### config.mk
export PLATFORM = sky130hd
export DESIGN_NAME = ifetch_unit_flat
export DESIGN_NICKNAME = d
export VERILOG_FILES = /design/src/rtl/ifetch_unit_pkg.sv /design/src/rtl/ifetch_unit_if.sv /design/src/rtl/ifetch_unit_npc_sel.sv /design/src/rtl/ifetch_unit.sv /design/src/flat_wrapper.sv
export SDC_FILE = /design/constraint.sdc
export NUM_CORES = 1
export LEC_CHECK = 0
export CORE_MARGIN = 2
export CORE_UTILIZATION = 45
export CTS_CLUSTER_DIAMETER = 150
export DETAILED_ROUTE_END_ITERATION = 7
export PLACE_DENSITY = 0.93
export SETUP_SLACK_MARGIN = 0.3
export SKIP_LAST_GASP = 1
export SLEW_MARGIN = 10
export SYNTH_ARGS = -nofsm -noshare
export SYNTH_HDL_FRONTEND = slang
export SYNTH_SLANG_ARGS = --single-unit
### constraint.sdc
create_clock -name clk -period 4.2 [get_ports clk]
set_input_delay 0.42 -clock clk [delete_from_list [all_inputs] [get_ports clk]]
set_output_delay 0.42 -clock clk [all_outputs]
set_load 0.02 [all_outputs]
### src/rtl/ifetch_unit_pkg.sv
// Shared definitions for the instruction-fetch unit: reset/exception
// vectors, FSM state encoding, instruction field positions and the
// decoded control-flag bundle consumed by next-PC selection.
package ifetch_unit_pkg;

  localparam logic [31:0] RESET_PC = 32'h0000_0000;
  localparam logic [31:0] EXC_PC   = 32'h0000_0100;

  // Instruction field positions (MIPS-style encoding)
  localparam int OPCODE_MSB = 31;
  localparam int OPCODE_LSB = 26;
  localparam int FUNCT_MSB  = 5;
  localparam int FUNCT_LSB  = 0;
  localparam int IMM_MSB    = 15;
  localparam int TARGET_MSB = 25;

  typedef enum logic [1:0] {
    ST_IDLE = 2'd0,
    ST_REQ  = 2'd1,
    ST_EXEC = 2'd2
  } state_e;

  typedef struct packed {
    logic jr;
    logic jmp;
    logic jal;
    logic branch;
    logic nbranch;
    logic zero;
  } ctrl_t;

  // Branch displacement: sign-extended 16-bit word offset turned into bytes
  function automatic logic [31:0] branch_offset(input logic [15:0] imm);
    return {{14{imm[15]}}, imm, 2'b00};
  endfunction

endpackage

### src/rtl/ifetch_unit_if.sv
// Instruction-memory request/response bus. The fetch unit is the master;
// the memory (or bench) is the slave and answers with ready + rdata in
// the same cycle.
interface ifetch_unit_if;
  logic        imem_req;
  logic [31:0] imem_addr;
  logic        imem_ready;
  logic [31:0] imem_rdata;

  modport master (
    output imem_req,
    output imem_addr,
    input  imem_ready,
    input  imem_rdata
  );

  modport slave (
    input  imem_req,
    input  imem_addr,
    output imem_ready,
    output imem_rdata
  );
endinterface

### src/rtl/ifetch_unit_npc_sel.sv
// Combinational next-PC selection. Produces the raw target; alignment
// handling is left to the fetch unit.
module npc_sel
  import ifetch_unit_pkg::*;
(
  input  ctrl_t       ctrl_i,
  input  logic [31:0] link_addr_i,
  input  logic [31:0] instr_i,
  input  logic [31:0] read_data_1_i,
  output logic [31:0] npc_o
);

  // Priority: register jump, absolute jump, taken branch, sequential
  always_comb begin
    npc_o = link_addr_i;
    if (ctrl_i.jr) begin
      npc_o = read_data_1_i;
    end else if (ctrl_i.jmp || ctrl_i.jal) begin
      npc_o = {link_addr_i[31:28], instr_i[TARGET_MSB:0], 2'b00};
    end else if ((ctrl_i.branch && ctrl_i.zero) || (ctrl_i.nbranch && !ctrl_i.zero)) begin
      npc_o = link_addr_i + branch_offset(instr_i[IMM_MSB:0]);
    end
  end

endmodule

### src/rtl/ifetch_unit.sv
// Instruction-fetch unit: IDLE -> REQ (wait for memory) -> EXEC (present
// instruction until downstream releases it) -> REQ at the next PC.
// Optional feature macro: IFETCH_ALIGN_CHECK_EN -- misaligned next-PC
// redirects to EXC_PC and raises a sticky align_fault_o. Without it the
// low two bits of the next PC are simply cleared.
module ifetch_unit
  import ifetch_unit_pkg::*;
(
  input  logic                 clk,
  input  logic                 rst,
  ifetch_unit_if.master        imem,
  input  logic                 stall_i,
  input  logic                 jr_i,
  input  logic                 jmp_i,
  input  logic                 jal_i,
  input  logic                 branch_i,
  input  logic                 nbranch_i,
  input  logic                 zero_i,
  input  logic [31:0]          read_data_1_i,
  output logic [31:0]          instruction_o,
  output logic [5:0]           opcode_o,
  output logic [5:0]           function_opcode_o,
  output logic                 inst_valid_o,
  output logic [31:0]          pc_o,
  output logic [31:0]          link_addr_o
`ifdef IFETCH_ALIGN_CHECK_EN
  ,
  output logic                 align_fault_o
`endif
);

  state_e      state_q, state_d;
  logic [31:0] pc_q, pc_d;
  logic [31:0] instr_q, instr_d;
  logic [31:0] link_addr;
  logic [31:0] npc_raw;
  logic [31:0] pc_next;
  logic        advance;
  ctrl_t       ctrl;

  assign link_addr = pc_q + 32'd4;
  // Control flags only matter in the EXEC cycle that actually advances
  assign advance   = (state_q == ST_EXEC) && !stall_i;

  assign ctrl = '{jr: jr_i, jmp: jmp_i, jal: jal_i,
                  branch: branch_i, nbranch: nbranch_i, zero: zero_i};

  npc_sel u_npc_sel (
    .ctrl_i        (ctrl),
    .link_addr_i   (link_addr),
    .instr_i       (instr_q),
    .read_data_1_i (read_data_1_i),
    .npc_o         (npc_raw)
  );

`ifdef IFETCH_ALIGN_CHECK_EN
  logic align_fault_q, align_fault_d;
  logic misaligned;

  assign misaligned = |npc_raw[1:0];

  // Redirect misaligned targets to the exception vector
  always_comb begin
    pc_next = misaligned ? EXC_PC : npc_raw;
  end

  // Sticky fault flag, set when a misaligned target is taken
  always_comb begin
    align_fault_d = align_fault_q;
    if (advance && misaligned) align_fault_d = 1'b1;
  end

  // Fault flag register
  always_ff @(posedge clk or posedge rst) begin
    if (rst) align_fault_q <= 1'b0;
    else     align_fault_q <= align_fault_d;
  end

  assign align_fault_o = align_fault_q;
`else
  // Without alignment checking, the target is forced to word alignment
  always_comb begin
    pc_next = npc_raw & ~32'h3;
  end
`endif

  // FSM state register
  always_ff @(posedge clk or posedge rst) begin
    if (rst) state_q <= ST_IDLE;
    else     state_q <= state_d;
  end

  // FSM next-state logic
  always_comb begin
    state_d = state_q;
    case (state_q)
      ST_IDLE: state_d = ST_REQ;
      ST_REQ:  if (imem.imem_ready) state_d = ST_EXEC;
      ST_EXEC: if (!stall_i) state_d = ST_REQ;
      default: state_d = ST_IDLE;
    endcase
  end

  // FSM outputs, decoded from the current state only
  always_comb begin
    imem.imem_req = 1'b0;
    inst_valid_o  = 1'b0;
    case (state_q)
      ST_REQ:  imem.imem_req = 1'b1;
      ST_EXEC: inst_valid_o  = 1'b1;
      default: ;
    endcase
  end

  // Datapath next-state: capture fetched word, step PC on advance
  always_comb begin
    instr_d = instr_q;
    pc_d    = pc_q;
    if (state_q == ST_REQ && imem.imem_ready) instr_d = imem.imem_rdata;
    if (advance) pc_d = pc_next;
  end

  // Datapath registers
  always_ff @(posedge clk or posedge rst) begin
    if (rst) begin
      pc_q    <= RESET_PC;
      instr_q <= 32'h0;
    end else begin
      pc_q    <= pc_d;
      instr_q <= instr_d;
    end
  end

  assign imem.imem_addr     = pc_q;
  assign pc_o               = pc_q;
  assign link_addr_o        = link_addr;
  assign instruction_o      = instr_q;
  assign opcode_o           = instr_q[OPCODE_MSB:OPCODE_LSB];
  assign function_opcode_o  = instr_q[FUNCT_MSB:FUNCT_LSB];

endmodule

### src/flat_wrapper.sv
// flat-port wrapper written by rule: the top's interface ports become plain ports
module ifetch_unit_flat import ifetch_unit_pkg::*;
  (clk, rst, stall_i, jr_i, jmp_i, jal_i, branch_i, nbranch_i, zero_i, read_data_1_i, instruction_o, opcode_o, function_opcode_o, inst_valid_o, pc_o, link_addr_o, imem_imem_req, imem_imem_addr, imem_imem_ready, imem_imem_rdata);
  ifetch_unit_if imem_i ();
  input  logic clk;
  input  logic rst;
  input  logic stall_i;
  input  logic jr_i;
  input  logic jmp_i;
  input  logic jal_i;
  input  logic branch_i;
  input  logic nbranch_i;
  input  logic zero_i;
  input  logic [31:0] read_data_1_i;
  output logic [31:0] instruction_o;
  output logic [5:0] opcode_o;
  output logic [5:0] function_opcode_o;
  output logic inst_valid_o;
  output logic [31:0] pc_o;
  output logic [31:0] link_addr_o;
  output wire logic [$bits(imem_i.imem_req)-1:0] imem_imem_req;
  output wire logic [$bits(imem_i.imem_addr)-1:0] imem_imem_addr;
  input wire logic [$bits(imem_i.imem_ready)-1:0] imem_imem_ready;
  input wire logic [$bits(imem_i.imem_rdata)-1:0] imem_imem_rdata;
  assign imem_imem_req = imem_i.imem_req;
  assign imem_imem_addr = imem_i.imem_addr;
  assign imem_i.imem_ready = imem_imem_ready;
  assign imem_i.imem_rdata = imem_imem_rdata;
  ifetch_unit u_core (.clk(clk), .rst(rst), .imem(imem_i), .stall_i(stall_i), .jr_i(jr_i), .jmp_i(jmp_i), .jal_i(jal_i), .branch_i(branch_i), .nbranch_i(nbranch_i), .zero_i(zero_i), .read_data_1_i(read_data_1_i), .instruction_o(instruction_o), .opcode_o(opcode_o), .function_opcode_o(function_opcode_o), .inst_valid_o(inst_valid_o), .pc_o(pc_o), .link_addr_o(link_addr_o));
endmodule
==> results.toml <==
[die]
ios = 216
start_util_pct = 46.52
die_y_um = 116.1
num_rows = 40
core_mm2 = 0.01216
die-area_mm2 = 0.01349
dieWidth_um = 116.1

[routing]
first_pass_iters = 5
ant_nets = 0
initialDrtViolationCount = 421
drc = 0
wl_per_cell_um = 19.47
via_per_inst = 5.873
routed_wl_mm = 19.86
vias = 5990

[placement]
placed_cells = 1003
pre_cts_ws_ns = 0.3952
hpwl_mm = 14.25
place.gp.congestion = 0.9643
port_buffers = 207

[sta]
setup_violations = 0
relSlewSlack_pct = 37.31
worst_slew_pin_slew_ns = 0.9393
finClkSkew_ns = 0.01181
post-route-period-util_pct = 87.63
max_freq_mhz = 271.7
period_needed_ns = 3.680
setup_ws_ns = 0.5195
rsz0062_at_grt = "true"
drv_slew = 0
setup_tns_ns = 0
hold_viol_final = 0

[synth]
synth_cell_type_count = 58
synth_fa_ha_area_share_pct = 8.315
synth.area.mux_share_pct = 7.121
yosysWarnings = 0
synth_area_leader_cell = "dfrtp_1"
synth_flop_cell = "dfrtp_1"
seq_area_frac_synth_pct = 28.31
synth_area_mm2 = 0.005658
synthSimpleGateAreaFrac_pct = 18.55
synthArstFlopShare_pct = 100.0
synth_compound_area_share_pct = 21.12
synth_cells = 684
synth_edf_count = 0
synth_top_area_share_pct = 28.31
synth.ff_latch_count = 64
syn_avg_cell_area_um2 = 8.272
synth.area.top_cells = "dfrtp_1 28%, ha_1 8.0%, mux2_2 6.8%"
synth-xor-area-share_pct = 7.873
synth_top_family_by_area = "compound AO/OA/AOI/OAI gates"

[setup_path]
r2r_end = "u_core.imem.imem_addr[28]$_DFFE_PP0P_"
endpoint_kind = "flip-flop"
slowest_delay_ns = 0.46
critPathKind = "reg -> reg"
cp-start-kind = "flip-flop"
worstReg2RegStart = "u_core.imem.imem_addr[13]$_DFFE_PP0P_"
worstPathArrival_ns = 3.92
required_ns = 4.43
crit_fanout = 8
slowest_stage = "dfrtp_2"
path_cells = "and4_1 > and4_4 > and4_1 > nand4_1 > xnor2_2 > ha_1 > and2_1 > a221o_1 > o21bai_1 > a221oi_1 > nor2_1 > a221o_1"
reg2regPathDepth = 12
regToRegSetupSlack_ns = 0.52

[grt]
antenna_found_initial = 1
overflow = 0
grt_max_degree = 52
grtUsageTotal_pct = 29.10
grt_pass1_vias = 5853
grt_first_pass_wirelength_mm = 30.30

[clocking]
cts.sinks = 64
clk_latency_ns = 0.35
htree_levels = 3
cts_hold_buf = 0
cts_resized = 0
postCtsSetupRepairBufs = 0
clk_path_buf_depth = 2
cts_tree = "built"
root_buffer = "clkbuf_16"
cts_made_buffers = 9
clk_pin_slew_worst_paths_ns = 0.06

[final_layout]
fin_nets = 957
multi_input_area_mm2 = 0.003664
area_growth_pct = 41.15
nFillCells = 968
layout-drive-gt1-share_pct = 11.52
register_area_mm2 = 0.001610
finalNonFillerCells = 1020

[min_path]
min-delay-start = "u_core.state_q[1]$_DFFE_PP0P_"
worstHoldEndpoint = "u_core.state_q[0]$_DFFE_PP0P_"
hp-class = "reg -> reg"
holdPathStages = 1

[power_and_ir_drop]
power_mw = 7.966
leakagePower_nw = 3.259
powerDensity_mw_per_mm2 = 997.4
ir_drop_mv = 0.6164

[status]
status = "completed"

[run]
cap_violations = 0
[sequential cells by signal, summed over array words and instances, names as in the netlist]
signal	flops
u_core.imem.imem_addr	30
u_core.instruction_o	32
u_core.state_q	2
[worst max path at each step]
stage	slack, ns	endpoint	startpoint
4_1_cts	0.36	u_core.imem.imem_addr[28]$_DFFE_PP0P_	u_core.imem.imem_addr[13]$_DFFE_PP0P_
6_report	0.52	u_core.imem.imem_addr[28]$_DFFE_PP0P_	u_core.imem.imem_addr[13]$_DFFE_PP0P_
3_3_place_gp	0.50	u_core.imem.imem_addr[28]$_DFFE_PP0P_	u_core.imem.imem_addr[4]$_DFFE_PP0P_
3_5_place_dp	0.40	u_core.imem.imem_addr[28]$_DFFE_PP0P_	u_core.imem.imem_addr[4]$_DFFE_PP0P_
2_1_floorplan	0.42	u_core.imem.imem_addr[28]$_DFFE_PP0P_	u_core.imem.imem_addr[4]$_DFFE_PP0P_
5_1_grt	0.29	u_core.imem.imem_addr[26]$_DFFE_PP0P_	u_core.imem.imem_addr[8]$_DFFE_PP0P_
[cell families after synthesis]
group                      after synthesis
AOI/OAI and AO/OA                      192
other                                    1
muxes                                   36
xor gates and xnor gates                50
adders and majority gates               37
and+or+nand+nor                        222
DFF                                     64
buffers and inverters                   82
[cell type report]
type / count / area share, %
Antenna cell: 1 / 0.03133
Clock buffer: 11 / 3.039
Clock inverter: 5 / 0.7050
Inverter: 8 / 0.3917
Multi-Input combinational cell: 543 / 45.87
Sequential cell: 64 / 20.16
Tap cell: 168 / 2.632
Timing Repair Buffer: 220 / 27.17
[routing by layer]
| layer | wire length, µm | vias up | part of all wire, % | global-route usage (%) |
|---|---|---|---|---|
| met1 | 7873 | 2864 | 40 | 35.49 |
| li1 | - | 2754 | - | - |
| met3 | 1823 | 47 | 9.2 | 7.836 |
| met5 | 0 | - | 0 | 0 |
| met4 | 463 | 0 | 2.3 | 11.43 |
| met2 | 9699 | 325 | 49 | 49.20 |
[per-stage QoR]
| stage | instance area, µm² | hold slack (ns) | utilization, % |
|---|---|---|---|
| final | 7986 | 0.5274 | 65.67 |
| after global routing | 7986 | 0.5406 | 65.67 |
| after CTS | 7903 | 0.5335 | 64.98 |
| after detailed placement | 7604 | 0.5177 | 62.52 |
| after global placement | 7604 | 0.4998 | 62.52 |
| after floorplan | 5677 | 0.4721 | - |
[worst max-delay path: cells and delay by family (launching register included)]
| family | cells | cell delay, ns |
|---|---|---|
| adder cells (fa/ha/maj) | 1 | 0.38 |
| flip-flops | 1 | 0.46 |
| AO/OA/AOI/OAI | 4 | 1.14 |
| AND/OR/NAND/NOR | 6 | 1.40 |
| XOR/XNOR | 1 | 0.20 |
[cell usage after synthesis (all sizes together), types with 3 or more instances]
cell,instances
nand2,82
dfrtp,64
a21oi,61
nor2,56
o21ai,53
buf,52
ha,36
mux2,34
xnor2,31
clkbuf,22
nand3,21
xor2,19
a21o,14
and3,14
nand4,14
a211oi,11
o211ai,11
a311oi,8
inv,7
nor2b,7
nor3,7
o221ai,5
o22ai,5
a31oi,4
and2,4
o21a,4
and4,3
nor4b,3
or2,3
or3,3
[cell usage in the layout, fill, tap and decap left out, types with 9 or more instances in the layout]
| cell | netlist | routed |
|---|---|---|
| clkdlybuf4s50_1 | 0 | 207 |
| nand2_1 | 82 | 82 |
| a21oi_1 | 61 | 60 |
| dfrtp_1 | 64 | 57 |
| nor2_1 | 56 | 55 |
| o21ai_0 | 53 | 49 |
| ha_1 | 36 | 35 |
| mux2_2 | 34 | 34 |
| xnor2_1 | 30 | 25 |
| nand3_1 | 21 | 20 |
| xor2_1 | 19 | 18 |
| and3_1 | 14 | 14 |
| nand4_1 | 14 | 14 |
| buf_4 | 48 | 13 |
| a21o_1 | 12 | 12 |
| a211oi_1 | 11 | 11 |
| o211ai_1 | 11 | 11 |
| clkbuf_16 | 0 | 9 |
[power breakdown]
group          switching [mW]  internal, mW
Clock                   0.299         0.475
Sequential              0.514         0.927
Combinational            3.10          2.65
(Power assumes the default switching activity.)
